<file path="config.mk">
export PLATFORM = sky130hd
export DESIGN_NAME = exc_unit
export DESIGN_NICKNAME = d
export VERILOG_FILES = /design/src/rtl/pcpu_exc_pkg.sv /design/src/rtl/exc_unit_irq_pending.sv /design/src/rtl/exc_unit.sv
export SDC_FILE = /design/constraint.sdc
export NUM_CORES = 1
export LEC_CHECK = 0
export ABC_AREA = 1
export CAP_MARGIN = 5
export CORE_UTILIZATION = 34
export DETAILED_ROUTE_END_ITERATION = 8
export PLACE_DENSITY = 0.78
export SLEW_MARGIN = 30
export SYNTH_ARGS = -nofsm -noshare
export SYNTH_HDL_FRONTEND = slang
export SYNTH_SLANG_ARGS = --single-unit
</file>
<file path="constraint.sdc">
create_clock -name clk -period 2.1 [get_ports clk]
set_input_delay 0.42 -clock clk [delete_from_list [all_inputs] [get_ports clk]]
set_output_delay 0.42 -clock clk [all_outputs]
set_load 0.05 [all_outputs]
</file>
<file path="src/rtl/pcpu_exc_pkg.sv">
// Shared constants for the exception unit: cause codes, instruction field
// values, CP0 register numbers, Status/Cause bit positions and FSM states.
package pcpu_exc_pkg;

  // Cause.ExcCode values
  localparam logic [4:0] EXC_INT = 5'd0;
  localparam logic [4:0] EXC_SYS = 5'd8;
  localparam logic [4:0] EXC_OV  = 5'd12;

  // Opcode / funct / rs encodings that the unit decodes
  localparam logic [5:0] OP_SPECIAL = 6'h00;
  localparam logic [5:0] OP_ADDI    = 6'h08;
  localparam logic [5:0] OP_COP0    = 6'h10;
  localparam logic [5:0] FN_ADD     = 6'h20;
  localparam logic [5:0] FN_SUB     = 6'h22;
  localparam logic [5:0] FN_SYSCALL = 6'h0C;
  localparam logic [4:0] RS_MTC0    = 5'h04;

  localparam logic [31:0] ERET_INSN = 32'h4200_0018;

  // CP0 register numbers
  localparam logic [4:0] CP0_STATUS = 5'd12;
  localparam logic [4:0] CP0_CAUSE  = 5'd13;
  localparam logic [4:0] CP0_EPC    = 5'd14;

  // Status / Cause bit positions
  localparam int ST_IE   = 0;
  localparam int ST_EXL  = 1;
  localparam int IM_LSB  = 8;
  localparam int EXC_LSB = 2;
  localparam int IP_LSB  = 8;

  typedef enum logic [1:0] {
    S_RUN     = 2'd0,
    S_TRAP    = 2'd1,
    S_HANDLER = 2'd2,
    S_RET     = 2'd3
  } exc_state_e;

endpackage

</file>
<file path="src/rtl/exc_unit_irq_pending.sv">
// Interrupt pending logic: rising-edge detect on the IRQ lines, the IP
// register with clear-on-take, and a masked lowest-index priority encoder.
module irq_pending #(
  parameter int NUM_IRQ = 4
) (
  input  logic               clk,
  input  logic               rst,
  input  logic [NUM_IRQ-1:0] irq_i,
  input  logic [NUM_IRQ-1:0] im_i,
  input  logic               take_i,
  output logic [NUM_IRQ-1:0] ip_o,
  output logic               req_o,
  output logic [2:0]         idx_o
);

  logic [NUM_IRQ-1:0] prev_q;
  logic [NUM_IRQ-1:0] ip_q;
  logic [NUM_IRQ-1:0] ip_d;
  logic [NUM_IRQ-1:0] masked;
  logic [NUM_IRQ-1:0] clr;

  assign masked = ip_q & im_i;
  assign req_o  = |masked;
  assign ip_o   = ip_q;

  // Lowest-index pending-and-enabled line wins; scan high to low so the last hit is the lowest.
  always_comb begin
    // NOTE: every output of a combinational block gets a default first so no path leaves it unassigned (no latch).
    idx_o = '0;
    for (int k = NUM_IRQ - 1; k >= 0; k--) begin
      if (masked[k]) idx_o = 3'(k);
    end
  end

  // Clear the winning bit when taken; a fresh rising edge on the same line re-arms it.
  always_comb begin
    clr = '0;
    for (int k = 0; k < NUM_IRQ; k++) begin
      clr[k] = take_i && (idx_o == 3'(k));
    end
    ip_d = (ip_q & ~clr) | (irq_i & ~prev_q);
  end

  // Edge history and pending bits; edges seen during reset are dropped.
  always_ff @(posedge clk) begin
    // NOTE: sequential state uses non-blocking assignments so all registers update together at the edge.
    if (rst) begin
      prev_q <= '0;
      ip_q   <= '0;
    end else begin
      prev_q <= irq_i;
      ip_q   <= ip_d;
    end
  end

endmodule

</file>
<file path="src/rtl/exc_unit.sv">
// Exception/interrupt unit beside the EX stage: decodes trapping
// instructions, holds Status/Cause/EPC, flushes and redirects the pipeline.
module exc_unit
  import pcpu_exc_pkg::*;
#(
  parameter int          NUM_IRQ  = 4,
  parameter logic [31:0] VEC_ADDR = 32'h0000_0180,
  parameter bit          OVF_ADDI = 1'b1
) (
  input  logic               clk,
  input  logic               rst,
  input  logic [31:0]        ir_ex_i,
  input  logic [31:0]        pc_ex_i,
  input  logic               valid_ex_i,
  input  logic               ovf_i,
  input  logic [31:0]        wdata_ex_i,
  input  logic [NUM_IRQ-1:0] irq_i,
  output logic               flush_o,
  output logic               redirect_o,
  output logic [31:0]        redirect_pc_o,
  output logic [31:0]        status_o,
  output logic [31:0]        cause_o,
  output logic [31:0]        epc_o
);

  exc_state_e state_q, state_d;

  logic        ie_q, exl_q;
  logic [7:0]  im_q;
  logic [4:0]  exc_q;
  logic [31:0] epc_q;

  logic [NUM_IRQ-1:0] ip;
  logic               irq_req;
  logic [2:0]         irq_idx;

  logic        trap_take, int_take, eret_take, mtc0_wr;
  logic [4:0]  code_d;

  // Decode of the EX instruction; a reset cycle behaves like a bubble.
  logic       v;
  logic [5:0] opcode, funct;
  logic [4:0] rs, rd, shamt;
  logic       is_addsub, is_addi, ovf_trap, sys, eret, mtc0, int_req;

  assign v         = valid_ex_i & ~rst;
  assign opcode    = ir_ex_i[31:26];
  assign rs        = ir_ex_i[25:21];
  assign rd        = ir_ex_i[15:11];
  assign shamt     = ir_ex_i[10:6];
  assign funct     = ir_ex_i[5:0];
  assign is_addsub = (opcode == OP_SPECIAL) && (shamt == 5'd0) &&
                     ((funct == FN_ADD) || (funct == FN_SUB));
  assign is_addi   = OVF_ADDI && (opcode == OP_ADDI);
  assign ovf_trap  = v & ovf_i & (is_addsub | is_addi);
  assign sys       = v & (opcode == OP_SPECIAL) & (funct == FN_SYSCALL);
  assign eret      = v & (ir_ex_i == ERET_INSN);
  assign mtc0      = v & (opcode == OP_COP0) & (rs == RS_MTC0);
  assign int_req   = ie_q & ~exl_q & irq_req & v;

  irq_pending #(.NUM_IRQ(NUM_IRQ)) u_irq_pending (
    .clk    (clk),
    .rst    (rst),
    .irq_i  (irq_i),
    .im_i   (im_q[NUM_IRQ-1:0]),
    .take_i (int_take),
    .ip_o   (ip),
    .req_o  (irq_req),
    .idx_o  (irq_idx)
  );

  // Next state and same-cycle flush/redirect; priority eret > ovf > sys > int.
  always_comb begin
    state_d       = state_q;
    trap_take     = 1'b0;
    int_take      = 1'b0;
    eret_take     = 1'b0;
    code_d        = exc_q;
    flush_o       = 1'b0;
    redirect_o    = 1'b0;
    redirect_pc_o = '0;
    case (state_q)
      S_RUN: begin
        if (ovf_trap) begin
          trap_take = 1'b1;
          code_d    = EXC_OV;
        end else if (sys) begin
          trap_take = 1'b1;
          code_d    = EXC_SYS;
        end else if (int_req) begin
          trap_take = 1'b1;
          int_take  = 1'b1;
          code_d    = EXC_INT;
        end
        if (trap_take) state_d = S_TRAP;
      end
      S_HANDLER: begin
        if (eret) begin
          eret_take = 1'b1;
          state_d   = S_RET;
        end else if (ovf_trap) begin
          trap_take = 1'b1;
          code_d    = EXC_OV;
          state_d   = S_TRAP;
        end else if (sys) begin
          trap_take = 1'b1;
          code_d    = EXC_SYS;
          state_d   = S_TRAP;
        end
      end
      S_TRAP:  state_d = S_HANDLER;
      S_RET:   state_d = S_RUN;
      default: state_d = S_RUN;
    endcase
    if (trap_take) begin
      flush_o       = 1'b1;
      redirect_o    = 1'b1;
      redirect_pc_o = VEC_ADDR;
    end else if (eret_take) begin
      flush_o       = 1'b1;
      redirect_o    = 1'b1;
      redirect_pc_o = epc_q;
    end
  end

  // mtc0 commits only where decode is live and the instruction is not cancelled.
  assign mtc0_wr = mtc0 & ((state_q == S_RUN) | (state_q == S_HANDLER)) &
                   ~trap_take & ~eret_take;

  // FSM state register.
  always_ff @(posedge clk) begin
    if (rst) state_q <= S_RUN;
    else     state_q <= state_d;
  end

  // CP0 registers: trap entry beats eret, which beats a software write.
  always_ff @(posedge clk) begin
    if (rst) begin
      ie_q  <= 1'b0;
      exl_q <= 1'b0;
      im_q  <= '0;
      exc_q <= '0;
      epc_q <= '0;
    end else if (trap_take) begin
      exc_q <= code_d;
      exl_q <= 1'b1;
      if (!exl_q) epc_q <= pc_ex_i;
    end else if (eret_take) begin
      exl_q <= 1'b0;
    end else if (mtc0_wr) begin
      if (rd == CP0_STATUS) begin
        ie_q <= wdata_ex_i[ST_IE];
        im_q <= wdata_ex_i[IM_LSB +: 8];
      end else if (rd == CP0_EPC) begin
        epc_q <= wdata_ex_i;
      end
    end
  end

  // Architectural views of Status and Cause.
  always_comb begin
    status_o                = '0;
    status_o[ST_IE]         = ie_q;
    status_o[ST_EXL]        = exl_q;
    status_o[IM_LSB +: 8]   = im_q;
    cause_o                 = '0;
    cause_o[EXC_LSB +: 5]   = exc_q;
    cause_o[IP_LSB +: 8]    = 8'(ip);
  end

  assign epc_o = epc_q;

endmodule
</file>
## After elaboration in Yosys (flattened, before gate mapping)

Cells that the tools add are included.
W data, S select, Z words.

- Flip-flop bits (word level): 57
- Bits of input ports: 104
- Output and inout bits: 130
- Logic and storage cells: 118

- Eq/ne operators: 23
- Muxes and demuxes: 41
- Bitwise operators: 26
- Reductions and logical operators: 20

Operators with widths:

| kind | number |
|---|---|
| $mux W32 | 8 |
| $eq A32 B31 Y1 const B | 1 |
| $mux W5 | 6 |
| $mux W1 | 16 |
| $mux W2 | 8 |
| $and A1 B1 Y1 | 14 |
| $and A4 B4 Y4 | 3 |
| $eq A6 B4 Y1 const B | 2 |
| $eq A6 B6 Y1 const B | 2 |
| $eq A5 B4 Y1 const B | 2 |
| $pmux W5 S2 | 1 |
| $reduce_and A5 Y1 | 2 |
| $eq A2 B2 Y1 const B | 4 |
| $ne A2 B2 Y1 const B | 4 |
| $ne A4 B4 Y1 const B | 2 |
| $not A4 Y4 | 2 |
| $pmux W2 S4 | 1 |
| $reduce_bool A2 Y1 | 4 |
| $eq A6 B5 Y1 const B | 1 |
| $logic_and A1 B1 Y1 | 6 |
| $logic_not A6 Y1 | 1 |
| $eq A5 B3 Y1 const B | 1 |
| $logic_not A5 Y1 | 1 |
| $eq A2 B1 Y1 const B | 2 |
| 12 further kinds | 16 |

## Depth between registers and ports, before layout

- Depth in word-level cells: 15
- Depth in mapped cells: 16
- Depth with buffers taken out: 14

## Modules after synthesis

Synthesis repeated with hierarchy kept, for this count alone.

- Cells, all modules: 623
- Area, all modules: 3652.3 µm²

By module, submodules not included:

| module | times used | cells an instance | area each (µm²) | seq. area each (µm²) |
|---|---|---|---|---|
| exc_unit | 1 | 557 | 3236.9 | 920.9 |
| irq_pending | 1 | 66 | 415.4 | 160.2 |

## Least setup slack after synthesis

No wires, ideal clock.

- Path kind: input-to-output
- From: in rst
- To: out redirect_pc_o[7]
- Data arrival time: 2.414 ns
- Required time: 1.680 ns
- Slack: -0.734 ns
- Cell stages on the path: 10
- Buffers on the path: 1
- Cell sequence: buf_6 inv_2 nand2_1 nor2_1 nand2_1 nor2_1 nand3_1 nor2_1 clkinv_1 o21ai_0

- Cells in the longest elaborated chain, start to end: 9
- Elaborated cells between the ends (all ways): 20
- Those cells by class: 12 x mux; 8 x bitwise

Ends and longest elaborated chain:

| element | line | RTL |
|---|---|---|
| from (decl) | exc_unit.sv:11 | `input logic rst,` |
| $not A1 Y1 * | exc_unit.sv:46 | `assign v = valid_ex_i & ~rst;` |
| $and A1 B1 Y1 * | exc_unit.sv:46 |  |
| $and A1 B1 Y1, on equally long branches | exc_unit.sv:56, exc_unit.sv:59 |  |
| $and A1 B1 Y1 or $mux W1 (tied branches) | exc_unit.sv:56, exc_unit.sv:90 |  |
| $mux W1, on equally long branches | exc_unit.sv:105, exc_unit.sv:87 |  |
| $mux W1, on equally long branches | exc_unit.sv:101, exc_unit.sv:84 |  |
| $mux W1, on equally long branches | exc_unit.sv:98, exc_unit.sv:82 |  |
| $pmux W1 S2 | exc_unit.sv:82 | `case (state_q)` |
| $mux W32 * | exc_unit.sv:115 | `if (trap_take) begin` |
| to (decl) | exc_unit.sv:20 | `output logic [31:0] redirect_pc_o,` |

Every way passes the cells marked *; elsewhere a longest branch is shown, timed or not. The select of a mux whose other input is x is not followed.

## Worst setup path after layout

- From: in ir_ex_i[10]
- To: out redirect_pc_o[8]

- Cells in the longest elaborated chain, start to end: 9
- Elaborated cells between the ends (all ways): 16
- Those cells by class: 1 x eq/ne; 9 x mux; 3 x bitwise; 3 x reduce/logical

Ends and longest elaborated chain:

| element | line | RTL |
|---|---|---|
| from (decl) | exc_unit.sv:12 | `input logic [31:0] ir_ex_i,` |
| $logic_not A5 Y1 | exc_unit.sv:52 | `assign is_addsub = (opcode == OP_SPECIAL) && (shamt == 5'd0) &&` |
| $logic_and A1 B1 Y1 (2 in series) | exc_unit.sv:52 |  |
| $or A1 B1 Y1 | exc_unit.sv:55 | `assign ovf_trap = v & ovf_i & (is_addsub \| is_addi);` |
| $and A1 B1 Y1 | exc_unit.sv:55 |  |
| $mux W1, on equally long branches | exc_unit.sv:101, exc_unit.sv:84 |  |
| $mux W1, on equally long branches | exc_unit.sv:98, exc_unit.sv:82 |  |
| $pmux W1 S2 | exc_unit.sv:82 |  |
| $mux W32 * | exc_unit.sv:115 |  |

Marks and branches as above.

==> impl_metrics.toml <==
[timing]
hold_viol = 0
max_freq_ghz = 0.439
period_share_pct = 108
slew_viol_final = 0
setup_viol = 66
holdWs_ns = 0.432
worst_slack_ns = -0.177
tightest_slew_ns = 0.565
rsz0062_at_grt = "yes"
finalCriticalPeriod_ns = 2.28
finClkSkew_ns = 0.0105
slew_headroom_pct = 62.2

[logic_synthesis]
yosysSeqAreaShare_pct = 28.8
synth_top_area_share_pct = 28.8
syn_area_sq_um = 3750
synth_warnings = 0
synth.area.top_cells = "dfxtp_1, nand2_1, nor2_1, buf_4, inv_1"
synth_cells = 619
syn_avg_cell_area_sq_um = 6.06
ys_ff_latch = 54
synth_cell_types = 35
synth_top_area_cell = "dfxtp_1"

[die]
die_area_sq_um = 11500
chipWidth_um = 107
io_pins = 234
floorplan.initialDensity_pct = 35.7
row_count = 37
die_y_um = 107
core_sq_um = 10500

[detailed_routing]
routedWlPerCell_um = 12.6
drtAntennaViolNets = 0
drt_iter0_markers = 137
vias = 4287
wl_mm = 12.5
drcViolationCount = 0
dr.pass1.iters = 4
vias_per_cell = 4.33

[outcome]
violations = "setup timing"
status = "finished, violations left"

[power]
ir_worst_vdd_mv = 0.278
p_int_mw = 1.64
combinationalPowerShare_pct = 25.5
p_per_area_nw_per_um2 = 341
pwr-share-seq_pct = 44.5
switching_share_pct = 30.4
clockPowerShare_pct = 30.0
p_leak_nw = 3.09
finalPower_mw = 2.36
p_switching_mw = 0.716

[worst_setup_path]
arrival_ns = 1.86
crit_end = "redirect_pc_o[8]"
crit_type = "in2out"
timing.critical_path.mode_cell = "nand2_1"
r2r_cells = 14
reg2reg_to = "im_q[5]"
critPathMaxFanout = 7
crit_start = "ir_ex_i[10]"
start_kind = "input pin"
crit_chain = "buf_2 > inv_2 > nand2_1 > nor2_1 > nand2_1 > nor2_2 > nand3_2 > nor2_4 > clkinv_4 > buf_6 > o21ai_4 > buf_12"
cp_slowest_cell = "nor2_4"
required_ns = 1.68
rrSetupSlack_ns = 0.08
cp_slowest_stage_delay_ns = 0.16
rr_startpoint = "u_irq_pending.ip_o[0]"
endpoint_kind = "primary output"

[clocking]
clock_latency_ns = 0.30
path_clk_slew_ns = 0.10
cts.sinks = 54
cts_tree = "built"
root_buffer = "clkbuf_8"
cts_max_level = 2
clk_path_buf_depth = 2
numCtsBuffers = 5

[worst_hold_path]
hp-class = "reg2reg"
min_path_cells = 1

[placed_design]
dpl-instance-area_sq_um = 6450
numPortBuffers = 185
preCtsSetupSlack_ns = -0.526
gp_congestion = 0.803
dpl.hpwl_mm = 9.28

[grt]
antenna_found_initial = 0
track_usage_pct = 21.1
grt_overflow = 0
grt_max_degree = 49
grt_pass1_vias = 4079
grt_pass1_wl_mm = 19.3

[job]
maxCapViolations = 0

[final_layout]
drive_above_1_share_pct = 28.5
fin_area_sq_um = 6920
layout_common_cells = "nand2_1, clkdlybuf4s50_1, nor2_1"
syn2layout_area_growth_pct = 84.3
nets = 957
final_common_cell = "nand2_1"
antenna_cells = 0
==> power by group through the flow <==
stage	clock [mW]	sequential (mW)	combinational, mW
2_1_floorplan	0	1.10	0.367
4_1_cts	0.725	1.05	0.585
6_report	0.707	1.05	0.600
5_1_grt	0.772	1.05	0.641
3_5_place_dp	0	1.07	0.587
3_3_place_gp	0	1.07	0.582
==> state kept, by name, summed over array words and instances (netlist names) <==
| register | count |
|---|---|
| epc_o | 32 |
| exc_q | 2 |
| exl_q | 1 |
| ie_q | 1 |
| im_q | 8 |
| state_q | 2 |
| u_irq_pending.ip_o | 4 |
| u_irq_pending.prev_q | 4 |
==> cell families (layout without fill, tap and decap cells) <==
group | after synthesis | in the layout | synth area share, %
AO/OA/AOI/OAI | 20 | 20 | 3.17
buffers and inverters | 162 | 349 | 23.1
flip-flops | 54 | 54 | 28.8
other | 1 | 48 | 0.0999
AND/OR/NAND/NOR | 382 | 383 | 44.8
==> Yosys cell counts <==
master    instances
nor2b_2           1
buf_2             6
nor4_1            2
nand3_1          56
nand2_2           5
nand3_2           2
and2_0            1
nor2_1          142
o22ai_1           2
nor2_8            1
nand4_2           1
nor2_2            2
conb_1            1
nor3_4            1
inv_2             4
nand2_4           6
o32ai_1           2
o21bai_1          1
buf_6             7
nand2_1         153
nand4_4           1
buf_1             3
o21ai_0          10
a21oi_1           3
dfxtp_1          54
nor3_1            3
nand4_1           3
clkinv_1          1
o211ai_1          1
o21ai_2           1
nor2_4            1
buf_4            53
nand2_8           1
clkbuf_1          5
inv_1            83
==> worst max-delay path, delay by kind of cell <==
family / cells / cell delay (ns)
AO/OA/AOI/OAI: 1 / 0.16
buffers and inverters: 5 / 0.59
AND/OR/NAND/NOR: 6 / 0.67
==> per-stage QoR <==
stage          setup TNS [ns]  std cells  utilization (%)
2_1_floorplan           -1.15        666                -
3_3_place_gp           -31.82        958             61.4
3_5_place_dp           -34.48        958             61.4
4_1_cts                 -3.27        981             63.8
5_1_grt                -15.13        990             65.8
6_report                -5.88        990             65.8
==> how the worst min path moves through the flow <==
stage,startpoint,to,slack (ns)
final,u_irq_pending.prev_q[0],u_irq_pending.ip_o[0],0.43
after global routing,u_irq_pending.prev_q[0],u_irq_pending.ip_o[0],0.44
after CTS,u_irq_pending.prev_q[0],u_irq_pending.ip_o[0],0.43
after detailed placement,u_irq_pending.prev_q[3],u_irq_pending.ip_o[3],0.42
after global placement,u_irq_pending.prev_q[3],u_irq_pending.ip_o[3],0.40
after floorplan,u_irq_pending.prev_q[3],u_irq_pending.ip_o[3],0.39
==> final cells by class <==
class | instances | area, sq um
fillers | 948 | 3590
inverters | 88 | 338
clock inverters | 2 | 37.5
well taps | 136 | 170
multi-input cells | 451 | 2350
repair buffers | 253 | 2850
clock buffers | 6 | 72.6
flip-flops and latches | 54 | 1090
==> routing by layer <==
| metal | part of all wire [%] | vias up | GRT usage (%) |
|---|---|---|---|
| met4 | 1.3 | 0 | 4.40 |
| met3 | 5.7 | 12 | 3.65 |
| met2 | 52 | 156 | 39.6 |
| met1 | 41 | 1883 | 24.8 |
| met5 | 0 | - | 0 |
| li1 | - | 2236 | - |
==> what timing repair did <==
action	CTS	global route
gates resized for setup	144	38
pin swaps	35	25
buffers inserted	13	3
endpoints found under the setup margin	75	75
gates cloned	2	6
hold buffers	0	0
Note: power is estimated with default switching activity, not from simulation.
